## config.mk

```make
export PLATFORM = sky130hd
export DESIGN_NAME = fanbit_rca
export DESIGN_NICKNAME = d
export VERILOG_FILES = /design/src/rtl/fanbit_rca_pkg.sv /design/src/rtl/fanbit_rca_fa_1bit.sv /design/src/rtl/fanbit_rca.sv
export SDC_FILE = /design/constraint.sdc
export NUM_CORES = 1
export LEC_CHECK = 0
export BUFFER_PORTS_ARGS = -buffer_cell sky130_fd_sc_hd__clkbuf_2
export CORE_AREA = 2 2 39 41
export CTS_BUF_LIST = sky130_fd_sc_hd__clkbuf_8
export CTS_CLUSTER_DIAMETER = 60
export DETAILED_ROUTE_END_ITERATION = 16
export DIE_AREA = 0 0 41 43
export GPL_TIMING_DRIVEN = 1
export HOLD_SLACK_MARGIN = 0.06
export PLACE_DENSITY = 0.52
export SLEW_MARGIN = 0
export SYNTH_ARGS = -nofsm -noshare
export SYNTH_HDL_FRONTEND = slang
export SYNTH_SLANG_ARGS = --single-unit
```

## constraint.sdc

```tcl
create_clock -name PortClk_nbit -period 0.8 [get_ports PortClk_nbit]
set_input_delay 0.08 -clock PortClk_nbit [delete_from_list [all_inputs] [get_ports PortClk_nbit]]
set_output_delay 0.08 -clock PortClk_nbit [all_outputs]
set_load 0.005 [all_outputs]
```

## src/rtl/fanbit_rca_pkg.sv

```systemverilog
// Shared constants for the fanbit_rca ripple-carry adder.
package fanbit_rca_pkg;

  localparam int unsigned SIZE_DEFAULT = 4;
  localparam int unsigned SIZE_MIN     = 1;
  localparam int unsigned SIZE_MAX     = 32;

endpackage : fanbit_rca_pkg

```

## src/rtl/fanbit_rca_fa_1bit.sv

```systemverilog
// Single-bit full adder used as one stage of the ripple chain.
module fa_1bit (
  input  logic a,
  input  logic b,
  input  logic cin,
  output logic s,
  output logic cout
);

  logic p;

  assign p    = a ^ b;
  assign s    = p ^ cin;
  assign cout = (a & b) | (cin & p);

endmodule : fa_1bit

```

## src/rtl/fanbit_rca.sv

```systemverilog
// SIZE-bit ripple-carry adder with registered sum and carry-out.
module fanbit_rca
  import fanbit_rca_pkg::*;
#(
  parameter int unsigned SIZE = SIZE_DEFAULT
) (
  input  logic            PortClk_nbit,
  input  logic            PortRst_nbit,
  input  logic [SIZE-1:0] PortA_nbit,
  input  logic [SIZE-1:0] PortB_nbit,
  input  logic            PortCin_nbit,
  output logic [SIZE-1:0] PortS_nbit,
  output logic            PortCout_nbit
);

  logic [SIZE:0]   c;
  logic [SIZE-1:0] s;

  assign c[0] = PortCin_nbit;

  // One full adder per bit, carry chained from bit 0 upward.
  for (genvar i = 0; i < SIZE; i++) begin : g_stage
    fa_1bit u_fa (
      .a    (PortA_nbit[i]),
      .b    (PortB_nbit[i]),
      .cin  (c[i]),
      .s    (s[i]),
      .cout (c[i+1])
    );
  end

  always_ff @(posedge PortClk_nbit or posedge PortRst_nbit) begin
    if (PortRst_nbit) begin
      PortS_nbit    <= '0;
      PortCout_nbit <= 1'b0;
    end else begin
      PortS_nbit    <= s;
      PortCout_nbit <= c[SIZE];
    end
  end

endmodule : fanbit_rca

```

==> metrics <==
Max FO, Critical Path=1; clock buffer depth=2; failing checks=negative setup slack; Iteration-0 DRC Markers=11; Placed Area=369 um^2; Final GP Congestion=0.563; Reg power frac=33.8%; Row Count=14; commonest non-fill, non-tap cell in the layout=clkbuf_2; Placement Setup Slack=-997 ps; Worst Path Arrival=1680 ps; status=finished, violations left; antenna violations before repair=0; TritonCTS clock tree=yes; startpoint type of the worst setup path=primary input; global-route wire length before repair=648 um; Layout Nets=56; Antenna diodes=0; Post-Route WL=380 um; clock root cell=clkbuf_8; Chip Width=41 um; grt ovf=0; CP Class=primary input to register; GRT Util Overall=5.49%; Netlist Area Pre-Place=246 um^2; drt wl/cell=6.79 um; Ports=16; setup bufs post-CTS=0; CTS Sinks=5; commonest cells after routing, fill and taps aside=13 x clkbuf_2, 6 x inv_1, 5 x dfrtp_1, 4 x inv_2, 4 x fa_2; post-synthesis register bit count=5; # Max-Cap Violations=0; Sw Pwr=193 uW; worst slew pin tran=187 ps; # setup viols final=4; combinational power share=18.6%; die area=1760 um^2; period utilisation layout=191%; number of global-route vias before repair=173; hold path depth=2; power per cell area=2030 nW/um^2; core area=1380 um^2; Remaining DRCs=0; hold crit path type=primary input to register; min Tclk post-route=1530 ps; max-slew violations=0; Die Span Y=43 um; leakage power total=0.242 nW; slew margin rel.=87.5%; Area Overhead vs Synth=81.2%; clock power share=47.6%; number of port buffers=15; via/cell ratio=3.18; Synth Instances=20; maximum vdd drop=0.804 mV; final hold violation count=0; fmax=0.654 GHz; H-Tree Depth=1; Cell variety after synth=3; syn_nets=35; critical path endpoint category=register; CTS buffer count=3; Hold Path Sink=PortS_nbit[2]; final worst slack=-729 ps; post-route ant nets=0; unrepaired setup endpoints after global routing=true; DR vias=178; largest net degree at the start of global routing=6; post-DP HPWL=364 um; initial core utilization=17.8%; design area=447 um^2; P_int=714 uW; Seq/Total Area, Yosys=50.8%; register clock-pin slew on the reported worst setup and hold paths=30 ps; Req. time, crit path=950 ps; Switching Share=21.2%; Avg Cell Area, Syn=12.3 um^2; worst hold start=PortB_nbit[2]; Ys Warns=0; layout cells sized above 1=70.0%; Pre-antenna DRT Iters=2
area by class of cell:
cell class	instances	area, um^2
repair buffers	16	108
clock inverters	1	3.75
inverters	11	58.8
flip-flops and latches	5	125
clock buffers	3	41.3
fillers	148	937
well taps	16	20.0
multi-input cells	4	90.1
cell usage after synthesis:
cell,count,area [um^2]
dfrtp_1,5,125
inv_1,11,41.3
fa_1,4,80.1
critical path: stages:
cell and delay, ps:
clkbuf_16 130, inv_12 40, fa_2 190, inv_2 40, fa_2 330, fa_2 340, inv_2 60, fa_2 410
inv_1 60
routing by layer:
layer / share of wire [%] / wire length [um] / global-route usage [%] / up-vias
met5: 0 / 0 / 0 / -
met4: 0 / 0 / 2.00 / 0
met3: 18 / 70 / 3.14 / 0
met2: 40 / 151 / 7.19 / 14
met1: 42 / 158 / 7.36 / 76
li1: - / - / - / 88
timing repair:
action / CTS / global route
gates cloned: 0 / 0
gates resized for setup: 3 / 3
hold buffers: 1 / 0
endpoints found under the setup margin: 4 / 4
endpoints found under the hold margin: 5 / 0
worst max-delay path by stage:
stage | start | endpoint | slack (ps) | depth (start not counted)
global route | PortA_nbit[0] | PortS_nbit[3] | -760 | 9
global placement | PortA_nbit[0] | PortS_nbit[3] | -990 | 9
detailed placement | PortA_nbit[0] | PortS_nbit[3] | -1000 | 9
CTS | PortA_nbit[0] | PortS_nbit[3] | -730 | 9
floorplan | PortA_nbit[0] | PortS_nbit[3] | -760 | 8
finish | PortA_nbit[0] | PortS_nbit[3] | -730 | 9
metrics by stage:
step | total power [mW] | hold WS, ps | cells | util [%] | TNS (ps)
after global placement | 0.464 | -37.6 | 51 | 26.7 | -3070
final | 0.907 | 183 | 56 | 32.3 | -1810
after floorplan | 0.375 | -141 | 20 | - | -2000
after CTS | 0.921 | 184 | 56 | 32.1 | -1810
after detailed placement | 0.468 | -35.0 | 51 | 26.7 | -3100
after global routing | 0.980 | 196 | 56 | 32.3 | -1920
power by group through the flow:
stage                     Clock [mW]  Sequential, mW  Combinational, mW
final                          0.432           0.306              0.169
after global routing           0.469           0.310              0.200
after CTS                      0.444           0.307              0.170
after detailed placement           0           0.310              0.157
after global placement             0           0.309              0.155
after floorplan                    0           0.315             0.0599
kinds of logic (layout without fill, tap and decap cells):
group | count (synthesis) | count (layout) | synth area share (%)
adder cells (fa/ha/maj) | 4 | 4 | 32.5
buffers and inverters | 11 | 31 | 16.8
flip-flops | 5 | 5 | 50.8
state kept, by name (all words and copies together) (netlist names):
name / count
PortS_nbit: 4
PortCout_nbit: 1
Note: power is estimated with default switching activity, not from simulation.
